File: config.mk
export PLATFORM = sky130hd
export DESIGN_NAME = register_file_2r1w
export DESIGN_NICKNAME = d
export VERILOG_FILES = /design/src/rtl/register_file_2r1w.sv
export SDC_FILE = /design/constraint.sdc
export NUM_CORES = 1
export LEC_CHECK = 0
export CAP_MARGIN = 20
export CORE_MARGIN = 2
export CORE_UTILIZATION = 36
export CTS_CLUSTER_SIZE = 20
export DETAILED_ROUTE_END_ITERATION = 10
export PLACE_DENSITY = 0.62
export SETUP_SLACK_MARGIN = 0.15
export SLEW_MARGIN = 10
export SYNTH_ARGS = -nofsm -noshare
export SYNTH_HDL_FRONTEND = slang
export SYNTH_SLANG_ARGS = --single-unit
File: constraint.sdc
create_clock -name clk -period 4.5 [get_ports clk]
set_clock_uncertainty 0.05 [all_clocks]
set_input_delay 0.675 -clock clk [delete_from_list [all_inputs] [get_ports clk]]
set_output_delay 0.675 -clock clk [all_outputs]
set_load 0.02 [all_outputs]
File: src/rtl/register_file_2r1w.sv
// Two-read, one-write register file with registered read ports, write-first bypass
// and a sequenced bulk-clear engine. Define REGFILE_ZERO_REG_EN to hard-wire entry 0 to zero.
module register_file_2r1w #(
    parameter int unsigned DATA_WIDTH = 32,
    parameter int unsigned ADDR_WIDTH = 3
) (
    input  logic                  clk,
    input  logic                  reset_n,
    input  logic                  we,
    input  logic [ADDR_WIDTH-1:0] wAddr,
    input  logic [DATA_WIDTH-1:0] wData,
    input  logic                  re0,
    input  logic [ADDR_WIDTH-1:0] rAddr0,
    output logic [DATA_WIDTH-1:0] rData0,
    output logic                  rValid0,
    input  logic                  re1,
    input  logic [ADDR_WIDTH-1:0] rAddr1,
    output logic [DATA_WIDTH-1:0] rData1,
    output logic                  rValid1,
    input  logic                  clear,
    output logic                  busy
);

    localparam int unsigned DEPTH = 2 ** ADDR_WIDTH;
`ifdef REGFILE_ZERO_REG_EN
    localparam int unsigned FIRST = 1;
`else
    localparam int unsigned FIRST = 0;
`endif

    typedef enum logic {
        IDLE,
        CLEAR
    } state_t;

    state_t                  state, state_next;
    logic [ADDR_WIDTH-1:0]   clr_cnt;
    logic [DATA_WIDTH-1:0]   mem [FIRST:DEPTH-1];
    logic                    idle;
    logic                    wr_en;

    assign idle  = (state == IDLE);
    assign busy  = (state == CLEAR);
    assign wr_en = idle && we && !clear;

    // Mux-style lookup keeps address 0 in range when entry 0 has no storage.
    function automatic logic [DATA_WIDTH-1:0] read_entry(input logic [ADDR_WIDTH-1:0] a);
        logic [DATA_WIDTH-1:0] v;
        v = '0;
        for (int unsigned i = FIRST; i < DEPTH; i++) begin
            if (a == ADDR_WIDTH'(i)) v = mem[i];
        end
        return v;
    endfunction

    function automatic logic [DATA_WIDTH-1:0] port_data(input logic [ADDR_WIDTH-1:0] a);
        logic [DATA_WIDTH-1:0] v;
        v = (we && (wAddr == a)) ? wData : read_entry(a);
`ifdef REGFILE_ZERO_REG_EN
        if (a == '0) v = '0;
`endif
        return v;
    endfunction

    always_ff @(posedge clk or negedge reset_n) begin
        if (!reset_n) state <= IDLE;
        else          state <= state_next;
    end

    always_comb begin
        state_next = state;
        unique case (state)
            IDLE:    if (clear) state_next = CLEAR;
            CLEAR:   if (clr_cnt == ADDR_WIDTH'(DEPTH - 1)) state_next = IDLE;
            default: state_next = IDLE;
        endcase
    end

    always_ff @(posedge clk or negedge reset_n) begin
        if (!reset_n)             clr_cnt <= '0;
        else if (state == CLEAR)  clr_cnt <= clr_cnt + 1'b1;
        else                      clr_cnt <= '0;
    end

    always_ff @(posedge clk or negedge reset_n) begin
        if (!reset_n) begin
            for (int unsigned i = FIRST; i < DEPTH; i++) mem[i] <= '0;
        end else begin
            for (int unsigned i = FIRST; i < DEPTH; i++) begin
                if (state == CLEAR) begin
                    if (clr_cnt == ADDR_WIDTH'(i)) mem[i] <= '0;
                end else if (wr_en && (wAddr == ADDR_WIDTH'(i))) begin
                    mem[i] <= wData;
                end
            end
        end
    end

    always_ff @(posedge clk or negedge reset_n) begin
        if (!reset_n) begin
            rData0  <= '0;
            rValid0 <= 1'b0;
            rData1  <= '0;
            rValid1 <= 1'b0;
        end else begin
            rValid0 <= idle && re0;
            rValid1 <= idle && re1;
            if (idle && re0) rData0 <= port_data(rAddr0);
            if (idle && re1) rData1 <= port_data(rAddr1);
        end
    end

endmodule

==> flow_summary_export.csv <==
group,metric,value,unit
outcome,status,"finished clean",
setup_path,endpoint_kind,"output port",
drt,routed_via_density,5.906,
synth,yosysWarnings,0,
worst_hold_path,min_path_type,"in2async",
floorplanning,io_pins,114,
setup_path,cp-start-kind,"register",
drt,route.detailed.drc,0,
power_and_ir_drop,seq_power_share,39.5,%
global_routing,grt_pass1_wl,96130,µm
synth,ys_seq_area_share,45.56,%
power_and_ir_drop,vdd_ir_drop_max,0.2964,mV
layout,final_nets,1977,
clock_network,cts_tree,"yes",
power_and_ir_drop,pwr_density_cell,641.5,nW/µm²
clock_network,path_clk_slew,0.06,ns
synth,synthesis.nets,1944,
floorplanning,core_area,49050,µm²
global_routing,antenna_found_initial,0,
synth,synth_commonest_cells,"326 x dfrtp_1, 230 x nand2_1, 190 x mux2i_1",
setup_path,crit_path_max_incr_delay,0.86,ns
drt,drt-initial-drc-count,1521,
setup_path,worstReg2RegStart,"busy",
sta,period_share,64.31,%
setup_path,reg2reg_to,"rData1[16]",
synth,synth_area,17900,µm²
clock_network,cts_resized,0,
sta,finalSetupViolations,0,
layout,num-fill-cells,4774,
setup_path,path_buf_inv,1,
drt,antenna_left,0,
setup_path,r2r_cells,5,
clock_network,h-tree-depth,2,
clock_network,cts_buffer_depth,3,
global_routing,overflow,0,
floorplanning,initial_core_util,36.50,%
sta,fmax,345.6,MHz
power_and_ir_drop,p_leak,8.536,nW
synth,synth_flop_cell,"dfrtp_1",
power_and_ir_drop,p_int,8.076,mW
setup_path,cp_cell_sequence,"clkdlybuf4s50_1",
place,dpl.hpwl,36490,µm
sta,report.final.slew_viol_count,0,
global_routing,grtUsageTotal,24.90,%
floorplanning,placement_rows,81,
power_and_ir_drop,netSwitchingFraction,39.77,%
sta,finalCriticalPeriod,2.894,ns
synth,synth_most_common_cell,"dfrtp_1",
drt,wl_per_cell,24.27,µm
global_routing,grt_max_degree,95,
floorplanning,die_area,51540,µm²
power_and_ir_drop,comb_power_share,37.5,%
place,gp_congestion,0.8507,
power_and_ir_drop,p_sw,5.333,mW
clock_network,cts_root_buf,"clkbuf_16",
setup_path,crit_slowest_cell,"dfrtp_4",
clock_network,cts_hold_buffers,0,
synth,syn_inst,1891,
setup_path,path_max_fanout,51,
setup_path,crit_family,"flip-flops",
floorplanning,die_width,227.0,µm
drt,num_vias,15432,
synth,syn_avg_cell_area,9.468,µm²
clock_network,post_cts_buffers,0,
floorplanning,die_y,227.0,µm
clock_network,cts_buffers,38,
drt,routed_wl,63420,µm
layout,design_area,20900,µm²
layout,antenna_cells,0,
sta,max_slew_margin,30.32,%
drt,first_pass_iters,5,
sta,worstMarginPinSlew,1.045,ns
power_and_ir_drop,p_clk_share,23.1,%
clock_network,cts.sinks,326,
sta,rsz0062_at_grt,"false",
synth,yosysTopAreaCell,"dfrtp_1",
layout,drive_gt1_share,8.209,%
synth,synth_edf_count,0,
setup_path,crit_type,"reg2out",
synth,synth_async_sr_flop_share,100.0,%
place,io_buffers,113,
setup_path,arrival,2.17,ns
layout,area_growth,16.74,%
run,cap_violations,0,
setup_path,rrSetupSlack,1.64,ns
place,place_area,19670,µm²
sta,hold_viol_final,0,
synth,ys_types,49,
synth,synth_top_area_share,45.56,%
global_routing,grt_pass1_vias,15260,
synth,synth_area_leaders,"dfrtp_1 46%, mux2i_1 11%, nand2_1 4.8%, o2bb2ai_1 4.1%, o21ai_0 4.0%",
clock_network,clk_latency,0.55,ns
sta,fin_setup_tns,0,ns
setup_path,required,3.77,ns
synth,yosys_register_bits,326,
-- power by group through the flow --
stage | Combinational (mW) | Clock [mW] | Sequential (mW)
floorplan | 2.99 | 0 | 5.27
global placement | 4.88 | 0 | 5.26
detailed placement | 4.99 | 0 | 5.31
CTS | 5.01 | 3.13 | 5.27
global route | 5.50 | 3.26 | 5.45
finish | 5.03 | 3.09 | 5.29
-- layout by cell type, fill, tap and decap left out, types with 3 or more instances in the layout --
cell,synthesis,final
o31ai_1,11,11
o22ai_1,78,78
inv_1,9,9
xnor2_1,3,3
mux2_2,9,9
nand2_1,230,230
dfrtp_1,326,325
mux2i_1,190,190
clkbuf_1,94,7
nor3_1,26,25
a211oi_1,21,21
a32oi_1,12,12
a21oi_1,46,46
a31oi_1,41,41
buf_4,8,45
o32a_4,0,3
nand2b_1,75,73
and2_1,3,3
a221o_1,3,3
o2bb2ai_1,83,83
clkinv_2,0,7
clkbuf_8,0,9
nor2b_1,51,49
clkbuf_16,0,39
buf_12,0,6
nor2_1,138,136
xor2_1,3,3
ha_1,6,6
o21ai_1,96,96
mux4_2,20,20
clkdlybuf4s50_1,0,107
a211o_1,12,12
a221oi_1,5,5
o21ai_0,143,143
and3_1,13,13
o21bai_1,45,45
-- cells by family (layout without fill, tap and decap cells) --
group / after synthesis / count (layout) / synth area share (%)
and+or+nand+nor: 545 / 545 / 13.86
adders and majority gates: 6 / 6 / 0.4193
AOI/OAI and AO/OA: 610 / 610 / 21.80
muxes: 219 / 219 / 13.70
xor gates and xnor gates: 6 / 6 / 0.2936
buffers and inverters: 179 / 237 / 4.361
DFF: 326 / 326 / 45.56
-- metal layers --
metal | routed length [µm] | global-route usage [%] | vias to the layer above
li1 | - | - | 6929
met1 | 27900 | 35.76 | 7668
met2 | 28220 | 38.28 | 715
met3 | 5701 | 4.466 | 120
met4 | 1601 | 7.632 | 0
met5 | 0 | 0 | -
-- worst max path at each step --
stage                    from         end  slack [ns]  cells after the start
global placement    rAddr0[2]  rData0[31]        1.37                      7
finish                   busy        busy        1.61                      1
CTS                      busy        busy        1.62                      1
floorplan           rAddr0[2]   rData0[0]        2.33                      7
detailed placement  rAddr0[2]  rData0[31]        1.35                      7
global route             busy        busy        1.57                      1
-- stage by stage --
step | hold WS (ns) | setup slack [ns] | power [mW] | std cells | util (%)
after detailed placement | 0.4383 | 1.350 | 10.30 | 2548 | 40.11
after floorplan | 0.3294 | 2.330 | 8.266 | 1891 | -
after global placement | 0.4253 | 1.368 | 10.15 | 2548 | 40.11
after global routing | 0.1664 | 1.570 | 14.21 | 2613 | 42.61
after CTS | 0.1351 | 1.616 | 13.42 | 2613 | 42.61
final | 0.09502 | 1.606 | 13.41 | 2613 | 42.61
-- registers in the layout (all words and copies together) (netlist names) --
name	flops
mem	256
rData0	32
rData1	32
clr_cnt	3
busy	1
rValid0	1
rValid1	1
-- area by class of cell --
type,instances,area [µm²],area share (%)
Clock buffer,55,1126,5.387
Inverter,11,41.29,0.1975
Multi-Input combinational cell,1386,9085,43.46
Timing Repair Buffer,161,1554,7.434
Sequential cell,326,8162,39.05
Clock inverter,10,103.9,0.4968
Tap cell,664,830.8,3.975
(Power assumes the default switching activity.)
